<file path="config.mk">
export PLATFORM = sky130hd
export DESIGN_NAME = mem_arbiter_flat
export DESIGN_NICKNAME = d
export VERILOG_FILES = /design/src/rtl/mem_arbiter_if.sv /design/src/rtl/mem_arbiter.sv /design/src/flat_wrapper.sv
export SDC_FILE = /design/constraint.sdc
export NUM_CORES = 1
export LEC_CHECK = 0
export BUFFER_PORTS_ARGS = -buffer_cell sky130_fd_sc_hd__buf_2
export CORE_UTILIZATION = 40
export CTS_CLUSTER_SIZE = 20
export DETAILED_ROUTE_END_ITERATION = 12
export PLACE_DENSITY_LB_ADDON = 0.05
export SLEW_MARGIN = 10
export SYNTH_ARGS = -nofsm -noshare
export SYNTH_HDL_FRONTEND = slang
export SYNTH_SLANG_ARGS = --single-unit
</file>
<file path="constraint.sdc">
create_clock -name clk -period 1.84 [get_ports clk]
set_input_delay 0.368 -clock clk [delete_from_list [all_inputs] [get_ports clk]]
set_output_delay 0.368 -clock clk [all_outputs]
set_load 0.05 [all_outputs]
</file>
<file path="src/rtl/mem_arbiter_if.sv">
// Requester/memory bus bundle for mem_arbiter: CPU and DMA handshake sets,
// shared read-data/busy returns, and the single memory port.
interface mem_arbiter_if #(
  parameter int unsigned WIDTH = 16
);
  logic             cpu_req;
  logic             cpu_we;
  logic [WIDTH-1:0] cpu_addr;
  logic [WIDTH-1:0] cpu_wdata;
  logic             cpu_ack;

  logic             dma_req;
  logic             dma_we;
  logic [WIDTH-1:0] dma_addr;
  logic [WIDTH-1:0] dma_wdata;
  logic             dma_ack;

  logic [WIDTH-1:0] rdata;
  logic             busy;

  logic             mem_en;
  logic             mem_we;
  logic [WIDTH-1:0] mem_addr;
  logic [WIDTH-1:0] mem_wdata;
  logic [WIDTH-1:0] mem_rdata;

  // Arbiter side
  modport slave (
    input  cpu_req, cpu_we, cpu_addr, cpu_wdata,
    input  dma_req, dma_we, dma_addr, dma_wdata,
    input  mem_rdata,
    output cpu_ack, dma_ack, rdata, busy,
    output mem_en, mem_we, mem_addr, mem_wdata
  );

  // Requester/memory side
  modport master (
    output cpu_req, cpu_we, cpu_addr, cpu_wdata,
    output dma_req, dma_we, dma_addr, dma_wdata,
    output mem_rdata,
    input  cpu_ack, dma_ack, rdata, busy,
    input  mem_en, mem_we, mem_addr, mem_wdata
  );
endinterface

</file>
<file path="src/rtl/mem_arbiter.sv">
// Round-robin arbiter sharing one fixed-latency memory port between the CPU
// (requester 0) and the DMA/display engine (requester 1).
module mem_arbiter #(
  parameter int unsigned WIDTH       = 16,
  parameter int unsigned MEM_LATENCY = 1
) (
  input  logic         clk,
  input  logic         rst,
  mem_arbiter_if.slave bus
);

  typedef enum logic [1:0] {IDLE, ACCESS, WAIT, ACK} state_t;

  localparam logic [2:0] CNT_LOAD = 3'(MEM_LATENCY - 1);

  state_t           state;
  logic             owner;
  logic             last;
  logic             we_q;
  logic [2:0]       cnt;
  logic [WIDTH-1:0] addr_q;
  logic [WIDTH-1:0] wdata_q;
  logic [WIDTH-1:0] rdata_q;
  logic             grant_dma;

  // On a tie the requester not granted last time wins
  always_comb begin
    grant_dma = 1'b0;
    if (bus.cpu_req && bus.dma_req) grant_dma = ~last;
    else                            grant_dma = bus.dma_req;
  end

  always_ff @(posedge clk or posedge rst) begin
    if (rst) begin
      state   <= IDLE;
      owner   <= 1'b0;
      last    <= 1'b1;
      we_q    <= 1'b0;
      cnt     <= '0;
      addr_q  <= '0;
      wdata_q <= '0;
      rdata_q <= '0;
    end else begin
      case (state)
        IDLE: begin
          if (bus.cpu_req || bus.dma_req) begin
            owner   <= grant_dma;
            we_q    <= grant_dma ? bus.dma_we    : bus.cpu_we;
            addr_q  <= grant_dma ? bus.dma_addr  : bus.cpu_addr;
            wdata_q <= grant_dma ? bus.dma_wdata : bus.cpu_wdata;
            state   <= ACCESS;
          end
        end
        ACCESS: begin
          cnt   <= CNT_LOAD;
          state <= WAIT;
        end
        WAIT: begin
          if (cnt == '0) begin
            if (!we_q) rdata_q <= bus.mem_rdata;
            state <= ACK;
          end else begin
            cnt <= cnt - 3'd1;
          end
        end
        ACK: begin
          last  <= owner;
          state <= IDLE;
        end
        default: state <= IDLE;
      endcase
    end
  end

  // Strobes decode from state so reset removes them without waiting for a clock
  assign bus.busy      = (state != IDLE);
  assign bus.mem_en    = (state == ACCESS);
  assign bus.mem_we    = (state == ACCESS) && we_q;
  assign bus.mem_addr  = addr_q;
  assign bus.mem_wdata = wdata_q;
  assign bus.rdata     = rdata_q;
  assign bus.cpu_ack   = (state == ACK) && !owner;
  assign bus.dma_ack   = (state == ACK) &&  owner;

endmodule

</file>
<file path="src/flat_wrapper.sv">
// flat-port wrapper written by rule: the top's interface ports become plain ports
module mem_arbiter_flat 
#(
  parameter int unsigned WIDTH       = 16,
  parameter int unsigned MEM_LATENCY = 1
)
  (clk, rst, bus_cpu_req, bus_cpu_we, bus_cpu_addr, bus_cpu_wdata, bus_dma_req, bus_dma_we, bus_dma_addr, bus_dma_wdata, bus_mem_rdata, bus_cpu_ack, bus_dma_ack, bus_rdata, bus_busy, bus_mem_en, bus_mem_we, bus_mem_addr, bus_mem_wdata);
  mem_arbiter_if #(.WIDTH(WIDTH)) bus_i ();
  input  logic clk;
  input  logic rst;
  input wire logic [$bits(bus_i.cpu_req)-1:0] bus_cpu_req;
  input wire logic [$bits(bus_i.cpu_we)-1:0] bus_cpu_we;
  input wire logic [$bits(bus_i.cpu_addr)-1:0] bus_cpu_addr;
  input wire logic [$bits(bus_i.cpu_wdata)-1:0] bus_cpu_wdata;
  input wire logic [$bits(bus_i.dma_req)-1:0] bus_dma_req;
  input wire logic [$bits(bus_i.dma_we)-1:0] bus_dma_we;
  input wire logic [$bits(bus_i.dma_addr)-1:0] bus_dma_addr;
  input wire logic [$bits(bus_i.dma_wdata)-1:0] bus_dma_wdata;
  input wire logic [$bits(bus_i.mem_rdata)-1:0] bus_mem_rdata;
  output wire logic [$bits(bus_i.cpu_ack)-1:0] bus_cpu_ack;
  output wire logic [$bits(bus_i.dma_ack)-1:0] bus_dma_ack;
  output wire logic [$bits(bus_i.rdata)-1:0] bus_rdata;
  output wire logic [$bits(bus_i.busy)-1:0] bus_busy;
  output wire logic [$bits(bus_i.mem_en)-1:0] bus_mem_en;
  output wire logic [$bits(bus_i.mem_we)-1:0] bus_mem_we;
  output wire logic [$bits(bus_i.mem_addr)-1:0] bus_mem_addr;
  output wire logic [$bits(bus_i.mem_wdata)-1:0] bus_mem_wdata;
  assign bus_i.cpu_req = bus_cpu_req;
  assign bus_i.cpu_we = bus_cpu_we;
  assign bus_i.cpu_addr = bus_cpu_addr;
  assign bus_i.cpu_wdata = bus_cpu_wdata;
  assign bus_i.dma_req = bus_dma_req;
  assign bus_i.dma_we = bus_dma_we;
  assign bus_i.dma_addr = bus_dma_addr;
  assign bus_i.dma_wdata = bus_dma_wdata;
  assign bus_i.mem_rdata = bus_mem_rdata;
  assign bus_cpu_ack = bus_i.cpu_ack;
  assign bus_dma_ack = bus_i.dma_ack;
  assign bus_rdata = bus_i.rdata;
  assign bus_busy = bus_i.busy;
  assign bus_mem_en = bus_i.mem_en;
  assign bus_mem_we = bus_i.mem_we;
  assign bus_mem_addr = bus_i.mem_addr;
  assign bus_mem_wdata = bus_i.mem_wdata;
  mem_arbiter #(.WIDTH(WIDTH), .MEM_LATENCY(MEM_LATENCY)) u_core (.clk(clk), .rst(rst), .bus(bus_i));
endmodule
</file>
# After elaboration in Yosys (flattened, before gate mapping)
# Index checks and enable logic that the tools add are counted.
[totals]
ram_bits = 0
n_memories = 0
regBits = 56
latch_bits = 0
rom_bits = 0
[op_classes]
n_mux = 9
n_mul = 0
bitwise_logic = 2
n_shift = 0
order_cmp = 0
eq_ne = 6
add_sub_neg = 1
n_div = 0
n_reduce_logical = 14
[op_table]
columns = ["operator", "count"]
rows = [
  ["$mux W16", 2],
  ["$pmux W2 S4", 1],
  ["$pmux W3 S2", 1],
  ["$reduce_and A2 Y1", 3],
  ["$eq A2 B2 Y1 const B", 2],
  ["$logic_and A1 B1 Y1", 4],
  ["$mux W2", 2],
  ["$ne A2 B1 Y1 const B", 2],
  ["$reduce_bool A2 Y1", 2],
  ["$logic_not A3 Y1", 1],
  ["$mux W3", 1],
  ["$reduce_and A3 Y1", 1],
  ["$sub A3 B1 Y3 const B", 1],
  ["$eq A2 B1 Y1 const B", 1],
  ["$logic_not A2 Y1", 1],
  ["$mux W1", 2],
  ["$ne A2 B2 Y1 const B", 1],
  ["$not A1 Y1", 2],
  ["$logic_not A1 Y1", 1],
  ["$logic_or A1 B1 Y1", 1],
]

# Depth between registers and ports, before layout
# Gate-level depths: netlist (run 1).
[logic_depth]
depth_word = 3
ltp_mapped = 6

# Worst setup path after synthesis (run 1)
# No wires, ideal clock.
[synth_path]
kind = "flip-flop to output port"
start = "register u_core.state[1]"
end = "output bus_mem_we"
path_stages_with_launch = 4
path_slack_ns = 0.003
n_path_buf = 0
t_arrival_ns = 1.469
required_time_ns = 1.472
cell_sequence = "dfrtp_1 -> inv_1 -> ha_1 -> and2_1"
[synth_via]
elab_chain_cells = 2
[synth_lines]
columns = ["item", "line", "text"]
rows = [
  ["from (decl)", "mem_arbiter.sv:16", "state_t state;"],
  ["from (signal assigned)", "mem_arbiter.sv:35", "state <= IDLE;"],
  ["from (signal assigned)", "mem_arbiter.sv:51", "state <= ACCESS;"],
  ["from (signal assigned)", "mem_arbiter.sv:56", "state <= WAIT;"],
  ["$eq A2 B1 Y1", "--", ""],
  ["net bus_mem_en", "flat_wrapper.sv:24", "output wire logic [$bits(bus_i.mem_en)-1:0] bus_mem_en;"],
  ["$logic_and A1 B1 Y1", "mem_arbiter.sv:78", "assign bus.mem_we = (state == ACCESS) && we_q;"],
  ["to (decl)", "flat_wrapper.sv:25", "output wire logic [$bits(bus_i.mem_we)-1:0] bus_mem_we;"],
]
# The timed path passes the listed nets, and every way through them passes these cells.

# Worst setup path after layout (run 1)
[layout_path]
start = "register u_core.state[1]"
end = "output bus_mem_we"
[layout_via]
elab_chain_cells = 2
[layout_lines]
columns = ["item", "line"]
rows = [
  ["$eq A2 B1 Y1", "mem_arbiter.sv:78"],
  ["$logic_and A1 B1 Y1", "mem_arbiter.sv:78"],
]
# No other way between the ends.

==> impl_metrics.ini, run 1 <==
[routing]
wl_met1_um = 2700
vias = 2245
first_iter_violations = 81
post_drt_wl_per_cell_um = 13.4
top_layer_used = met4
wl_met3_um = 451
via_per_inst = 4.79
drc = 0
wl_met2_um = 3050
final_antenna_net_count = 0
routed_wirelength_um = 6300
drt_pass1_iterations = 4

[worst_setup_path]
r2r_end = u_core.state[1]$_DFFE_PP0P_
reg2reg_depth = 5
r2r_start = u_core.state[0]$_DFFE_PP0P_
critPathArrivalTime_ns = 1.37
crit_start = u_core.state[1]$_DFFE_PP0P_
endpoint_kind = output port
required_ns = 1.47
path_buf_inv = 2
cp-start-kind = register
crit_chain = inv_1 -> ha_2 -> and2_1 -> buf_4
path_class = reg2out
max_stage_delay_ns = 0.42
crit_fanout = 4
reg2reg_slack_ns = 0.25
critPathSlowestCell = dfrtp_1
crit_family = flip-flops

[global_route]
antenna_found_initial = 0
grt-ovfl-total = 0
grt_pass1_vias = 2112
grt_usage = 0.192
grt_max_degree = 57
grt_first_pass_wirelength_um = 9690

[clocking]
clkTransAtPathRegs_ns = 0.10
tritoncts = yes
cts-buffers-inserted = 5
clk_latency_ns = 0.31
htree_levels = 2
cts.sinks = 56
clock_path_buffers = 2
cts-root-buf = clkbuf_8

[sta]
fin_tns_setup_ns = 0
finalCriticalPeriod_ns = 1.74
hold_viol = 0
rsz0062_at_grt = false
timing.hold.ws_ns = 0.0839
worst_pin_slew_ns = 0.383
slew_headroom = 0.745
fmax_mhz = 574
setup_ws_ns = 0.0980
finalSetupViolCount = 0
maxSlewViolCount = 0
finalClockSkew_ns = 0.0103
finalCritPeriodShare = 0.947

[power]
irDropWorstVdd_v = 0.00107
power.density_nw_per_um2 = 2110
p_leak_nw = 1.74
power_mw = 7.23

[flow_run]
max_cap_violations = 0

[placement]
dp.cells = 461
dp_slack_ns = 0.271
place_congestion = 0.758
dp_hpwl_um = 4630
placed_cell_area_sq_um = 3330
port_buffers = 138

[cells_and_area]
layout.nets = 486
final_util = 0.567
area_growth_pct = 33.4
fin_area_sq_um = 3430
drive_gt1_frac = 0.454
antenna_cells = 0
final_cells = 469

[synthesis]
syn-num-nets = 347
ys_warn_count = 0
synthDistinctLibCells = 23
synth_fa_ha_area_frac = 0.0340
synthCells = 254
synth_xor_area_frac = 0
synth-seq-area-share = 0.545
synth_compound_area_frac = 0.160
muxShareOfSynthArea = 0.0831
synth_top_family_by_area = compound AO/OA/AOI/OAI gates
syn_area_sq_um = 2570
syn_area_per_cell_sq_um = 10.1
synthSimpleGateAreaFrac = 0.122
synth_seq_cells = 56

[floorplanning]
dieWidth_um = 82.2
pin_count = 139
design.die.area_sq_um = 6760
start_util = 0.425
rows = 28
die_h_um = 82.2
core_sq_um = 6060

[min_path]
worstHoldPathType = in2async

[run_status]
status = completed
==> Yosys cell counts <==
cell type / number / area [sq um]
a21bo_1: 1 / 10.0
a21boi_4: 1 / 18.8
a21oi_1: 67 / 335
and2_1: 2 / 12.5
buf_2: 3 / 15.0
buf_4: 7 / 52.6
buf_6: 4 / 45.0
dfrtp_1: 55 / 1380
dfstp_2: 1 / 26.3
ha_1: 7 / 87.6
inv_1: 8 / 30.0
mux2_2: 19 / 214
nand2_1: 34 / 128
nand2b_1: 1 / 6.26
nand3b_4: 1 / 20.0
nor2_1: 34 / 128
nor2b_1: 2 / 12.5
nor3b_1: 1 / 7.51
o21a_1: 1 / 7.51
o21ai_1: 1 / 5.00
o21ai_2: 1 / 8.76
o2bb2ai_1: 2 / 17.5
o32a_1: 1 / 10.0
==> logic make-up (layout without fill, tap and decap cells) <==
family	after synthesis	count (layout)
fa+ha+maj	7	7
flops	56	56
mux	19	19
compound gates	75	75
simple gates	75	75
buf+inv	22	162
==> sequential cells by signal, indices dropped and copies added, names as in the netlist <==
| signal | cells |
|---|---|
| u_core.owner | 1 |
| u_core.bus.rdata | 16 |
| u_core.bus.mem_wdata | 16 |
| u_core.last | 1 |
| u_core.state | 2 |
| u_core.bus.mem_addr | 16 |
| u_core.cnt | 3 |
| u_core.we_q | 1 |
==> report_power, final <==
| group | switching, mW | internal, mW | total (mW) |
|---|---|---|---|
| Combinational | 3.18 | 1.20 | 4.38 |
| Sequential | 0.304 | 1.84 | 2.14 |
| Clock | 0.400 | 0.309 | 0.709 |
| Total | 3.88 | 3.35 | 7.23 |
==> routing by layer <==
| metal | GRT usage | vias up |
|---|---|---|
| li1 | - | 1125 |
| met1 | 0.230 | 1025 |
| met2 | 0.339 | 87 |
| met3 | 0.0451 | 8 |
| met4 | 0.0579 | 0 |
| met5 | 0 | - |
==> area by class of cell <==
class                      count  area, sq um
sequential                    56         1400
fill                         565         2630
timing repair buffer         146          781
multi-input combinational    176         1030
clock inverter                 2         13.8
tap                           75         93.8
inverter                       8         30.0
clock buffer                   6         82.6
==> worst max-delay path by stage <==
stage,endpoint,slack (ns),depth (start not counted)
after floorplan,bus_mem_we,0.003,3
after detailed placement,u_core.state[1]$_DFFE_PP0P_,0.27,5
after global routing,bus_mem_we,0.02,4
final,bus_mem_we,0.1,4
after global placement,u_core.bus.rdata[12]$_DFFE_PP0P_,0.32,5
after CTS,bus_mem_we,0.03,4
==> cells in the final DEF, fill, tap and decap left out <==
cell type	instances
nor3b_1	1
o2bb2ai_1	2
a21oi_1	67
dfrtp_1	55
inv_1	7
a21bo_1	1
o21ai_2	1
clkbuf_4	1
nor2b_1	2
buf_12	2
clkinv_2	1
mux2_2	19
ha_2	1
inv_2	1
nand3b_4	1
nor2_1	34
o32a_1	1
inv_6	1
dfstp_2	1
nand2_1	34
and2_1	2
ha_1	6
a21boi_4	1
o21a_1	1
o21ai_1	1
buf_2	136
nand2b_1	1
buf_4	7
clkbuf_8	6
==> timing repair <==
action | in CTS | in global routing
buffers inserted | 0 | 0
hold buffers | 0 | 0
setup endpoints to repair | 0 | 1
gates resized for setup | 0 | 4
==> tightest hold or removal path: stages <==
cell    delay (ns)
buf_2         0.10
inv_2         0.06
buf_12        0.27
Note: power is estimated with default switching activity, not from simulation.
==> run 2: changes to the inputs <==
- BUFFER_PORTS_ARGS: -buffer_cell sky130_fd_sc_hd__buf_2 -> not set
- CELL_PAD_IN_SITES_DETAIL_PLACEMENT: not set -> 1
- CELL_PAD_IN_SITES_GLOBAL_PLACEMENT: not set -> 2
- CORE_UTILIZATION: 40 -> 32
- CTS_CLUSTER_SIZE: 20 -> 10
- DONT_BUFFER_PORTS: not set -> 1
==> run 2 against run 1 <==
Net effect: fmax fell by 1.9%; first-iteration DRC count down 43%; non-clock buffer count down 133; clock power decreased by 1%; clock skew shrank 0.0051 ns; critical path depth unchanged.
==> impl_metrics.ini, run 2 (synthesis results as in run 1) <==
[routing]
drc = 0
routed_wirelength_um = 6660
first_iter_violations = 46
post_drt_wl_per_cell_um = 18.3
via_per_inst = 5.07
drt_pass1_iterations = 4
final_antenna_net_count = 0
vias = 1841

[floorplanning]
design.die.area_sq_um = 8410
pin_count = 139
rows = 32
start_util = 0.331
dieWidth_um = 91.7
die_h_um = 91.7
core_sq_um = 7770

[global_route]
grt_first_pass_wirelength_um = 10400
grt_usage = 0.164
grt_max_degree = 32
grt-ovfl-total = 0
grt_pass1_vias = 1909
antenna_found_initial = 0

[power]
irDropWorstVdd_v = 0.000799
power.density_nw_per_um2 = 2380
p_leak_nw = 1.22
power_mw = 6.76

[worst_setup_path]
path_class = reg2out
crit_chain = inv_1 -> ha_2 -> and2_1 -> buf_12
path_buf_inv = 2
max_stage_delay_ns = 0.42
endpoint_kind = output port
crit_family = flip-flops
critPathSlowestCell = dfrtp_1
crit_fanout = 4
critPathArrivalTime_ns = 1.41
required_ns = 1.47
cp-start-kind = register

[cells_and_area]
fin_area_sq_um = 2850
layout.nets = 353
antenna_cells = 0
area_growth_pct = 10.6
final_util = 0.366
final_cell_mix = 67 x a21oi_1, 55 x dfrtp_1, 34 x nand2_1, 34 x nor2_1, 19 x mux2_2
final_common_cell = a21oi_1
drive_gt1_frac = 0.184

[flow_run]
max_cap_violations = 0

[clocking]
cts.sinks = 56
cts-buffers-inserted = 5
clock_path_buffers = 2
cts-root-buf = clkbuf_8
htree_levels = 2
clk_latency_ns = 0.30
cts_setup_buffers = 0
clkTransAtPathRegs_ns = 0.10
tritoncts = yes

[sta]
worst_pin_slew_ns = 0.519
fmax_mhz = 563
maxSlewViolCount = 0
finalCritPeriodShare = 0.965
slew_headroom = 0.654
hold_viol = 0
finalCriticalPeriod_ns = 1.78
rsz0062_at_grt = true
fin_tns_setup_ns = 0
finalSetupViolCount = 0
finalClockSkew_ns = 0.00523

[placement]
placed_cell_area_sq_um = 2730
port_buffers = 0
dp_hpwl_um = 4800
place_congestion = 0.737

[min_path]
worstHoldPathType = in2reg

[run_status]
status = completed
## run 2: power breakdown
part / leakage [nW] / switching (mW) / internal, mW
combinational: 0.538 / 1.07 / 0.843
sequential: 0.642 / 2.34 / 1.81
clock: 0.0434 / 0.397 / 0.306
## run 2: final cells by class
type                            instances  area (sq um)
Multi-Input combinational cell        176          1030
Fill cell                             875          4920
Inverter                                8          33.8
Timing Repair Buffer                   13           150
Sequential cell                        56          1400
Tap cell                              102           128
Clock inverter                          2          15.0
Clock buffer                            6          82.6
## run 2: metrics by stage
stage | setup WS [ns] | cells | hold WS (ns)
after floorplan | 0.00303 | 254 | 0.456
after global placement | 0.281 | 354 | 0.341
after detailed placement | 0.250 | 354 | 0.338
after CTS | 0.00281 | 363 | 0.167
after global routing | -0.00574 | 363 | 0.170
final | 0.0643 | 363 | 0.180
## run 2: worst paths after layout
| path | startpoint | end | slack, ns | cells past startpoint |
|---|---|---|---|---|
| worst min-delay path | bus_cpu_addr[15] | u_core.bus.mem_addr[15]$_DFFE_PP0P_ | 0.18 | 2 |
| worst min register to register | u_core.cnt[1]$_DFFE_PP0P_ | u_core.cnt[1]$_DFFE_PP0P_ | 0.50 | 1 |
| max in group asynchronous | rst | u_core.last$_DFFE_PP1N_ | 0.89 | 3 |
| worst max-delay path | u_core.state[1]$_DFFE_PP0P_ | bus_mem_we | 0.06 | 4 |
| min in group asynchronous | rst | u_core.bus.rdata[0]$_DFFE_PP0P_ | 0.58 | 3 |
| worst max register to register | u_core.state[0]$_DFFE_PP0P_ | u_core.state[1]$_DFFE_PP0P_ | 0.25 | 5 |
## run 2: routing by layer
metal	share of wire	up-vias	global-route usage	wire length, um
li1	-	859	-	-
met3	0.083	4	0.0498	550
met2	0.48	84	0.273	3180
met5	0	-	0	0
met4	0.0059	0	0.0357	39
met1	0.43	894	0.209	2890
## run 2: worst reg2reg max path, delay by kind of cell (launching register included)
family	cells	cell delay (ns)
DFF	1	0.42
adders and majority gates	1	0.28
and+or+nand+nor	2	0.34
buffers and inverters	1	0.10
muxes	1	0.34
## run 2: what timing repair did
action	in CTS	in global routing
hold endpoints to repair	25	0
hold buffers	1	0
gates resized for setup	0	4
setup endpoints to repair	0	3
==> run 3: changes to the inputs <==
- CORE_MARGIN: not set -> 5
- PLACE_DENSITY: not set -> 0.74
- PLACE_DENSITY_LB_ADDON: 0.05 -> not set
==> run 3 against run 2 <==
Net effect: count of clock-buffer cells in the layout shrank 1; total power shrank 1.2%; die area grew 18%; first-iteration DRC count shrank 63%; worst hold slack lost 0.0075 ns; sequential share of layout area grew 0.77 points; combinational power shrank 4%; design area shrank 1.5%; critical path depth is the same; critical endpoint unchanged; largest cell class unchanged; highest routed layer unchanged.
==> impl_metrics.ini, run 3 (synthesis results as in run 1) <==
[run_status]
status = completed

[clocking]
cts-root-buf = clkbuf_8
clock_path_buffers = 2
cts.sinks = 56
htree_levels = 2
clkTransAtPathRegs_ns = 0.11
cts_setup_buffers = 0
tritoncts = yes
clk_latency_ns = 0.31
cts-buffers-inserted = 5

[floorplanning]
dieWidth_um = 99.7
pin_count = 139
die_h_um = 99.7
start_util = 0.331
rows = 32
core_sq_um = 7770
design.die.area_sq_um = 9940

[routing]
final_antenna_net_count = 0
vias = 1855
drc = 0
drt_pass1_iterations = 4
post_drt_wl_per_cell_um = 18.7
routed_wirelength_um = 6790
via_per_inst = 5.12
first_iter_violations = 17

[placement]
port_buffers = 0
dp_slack_ns = 0.170
dp_hpwl_um = 5050
place_congestion = 0.761

[sta]
slew_headroom = 0.386
fmax_mhz = 581
maxSlewViolCount = 0
rsz0062_at_grt = false
timing.hold.ws_ns = 0.172
finalSetupViolCount = 0
worst_pin_slew_ns = 0.919
setup_ws_ns = 0.118
hold_viol = 0
finalCritPeriodShare = 0.936
fin_tns_setup_ns = 0
finalCriticalPeriod_ns = 1.72
finalClockSkew_ns = 0.00831

[power]
switching_power_mw = 3.82
clockPowerShare = 0.103
irDropWorstVdd_v = 0.00110
pwr-share-seq = 0.623
power.internal_mw = 2.86
power.density_nw_per_um2 = 2380
swShare = 0.571
p_comb_frac = 0.274
p_leak_nw = 1.21

[worst_setup_path]
critPathArrivalTime_ns = 1.35
path_class = reg2out
crit_fanout = 4
endpoint_kind = output port
required_ns = 1.47
max_stage_delay_ns = 0.44
cp-start-kind = register
critPathSlowestCell = dfrtp_1
crit_chain = inv_2 -> ha_2 -> and2_1 -> buf_12

[global_route]
grt_max_degree = 57
met1_usage = 0.156
grt_pass1_vias = 2162
gr-usage-met3 = 0.0701
grt_usage = 0.137
grt-ovfl-total = 0
grt_first_pass_wirelength_um = 10900
antenna_found_initial = 0
busiest_layer = met2
global_route.usage.met2 = 0.229

[cells_and_area]
final_common_cell = a21oi_1
final_cell_mix = 67 x a21oi_1, 55 x dfrtp_1, 34 x nand2_1, 34 x nor2_1, 19 x mux2_2
layout.nets = 352
antenna_cells = 0
final_util = 0.361
drive_gt1_frac = 0.177
n_fill_cell = 896
area_growth_pct = 8.90

[flow_run]
max_cap_violations = 0

[min_path]
worstHoldPathType = in2reg
## run 3: changes by cell type in the layout (fill, tap and decap cells not counted), sizes merged
| cell | delta |
|---|---|
| buf | -1 |
| clkinv | +1 |
| clkbuf | -1 |
| inv | +1 |
| clkinvlp | -1 |
## run 3: layout make-up
type	count	area, sq um	share of cell area
multi-input combinational	176	1030	0.368
inverter	8	30.0	0.0107
tap	102	128	0.0455
sequential	56	1400	0.500
timing repair buffer	12	118	0.0420
clock buffer	5	68.8	0.0246
clock inverter	3	23.8	0.00848
## run 3: final timing paths
kind                       cells past startpoint                                  end  slack (ns)                        start
min in group asynchronous                      3   u_core.bus.mem_addr[6]$_DFFE_PP0P_        0.58                          rst
min                                            2  u_core.bus.mem_addr[15]$_DFFE_PP0P_        0.17             bus_cpu_addr[15]
max in group asynchronous                      3              u_core.last$_DFFE_PP1N_        0.96                          rst
max reg2reg                                    5          u_core.state[1]$_DFFE_PP0P_        0.21  u_core.state[0]$_DFFE_PP0P_
min reg2reg                                    1            u_core.cnt[2]$_DFFE_PP0P_        0.50    u_core.cnt[2]$_DFFE_PP0P_
max                                            4                           bus_mem_we        0.12  u_core.state[1]$_DFFE_PP0P_
## run 3: critical path, delay by kind of cell (launching register included)
kind | cells | cell delay, ns
buffers and inverters | 2 | 0.24
DFF | 1 | 0.44
and+or+nand+nor | 1 | 0.18
adders and majority gates | 1 | 0.19
## run 3: stage by stage
stage | power, mW | cells | instance area [sq um]
6_report | 6.68 | 362 | 2800
4_1_cts | 6.79 | 362 | 2800
3_3_place_gp | 5.98 | 353 | 2700
5_1_grt | 7.10 | 362 | 2800
2_1_floorplan | 5.55 | 254 | 2570
3_5_place_dp | 6.08 | 353 | 2700
## run 3: repair_timing
item	CTS	global route
endpoints found under the hold margin	37	0
resized for setup	0	3
setup endpoints to repair	0	1
hold buffers	1	0
## run 3: power by group through the flow
stage	logic (mW)	registers, mW	clock network, mW
6_report	1.83	4.16	0.689
3_5_place_dp	1.87	4.21	0
4_1_cts	1.88	4.18	0.731
5_1_grt	2.07	4.25	0.785
3_3_place_gp	1.78	4.20	0
2_1_floorplan	1.50	4.04	0
## run 3: metal layers
layer  wire length (um)  share of wire
met1               2590           0.38
met2               3250           0.48
met3                897           0.13
met4                 52         0.0077
met5                  0              0
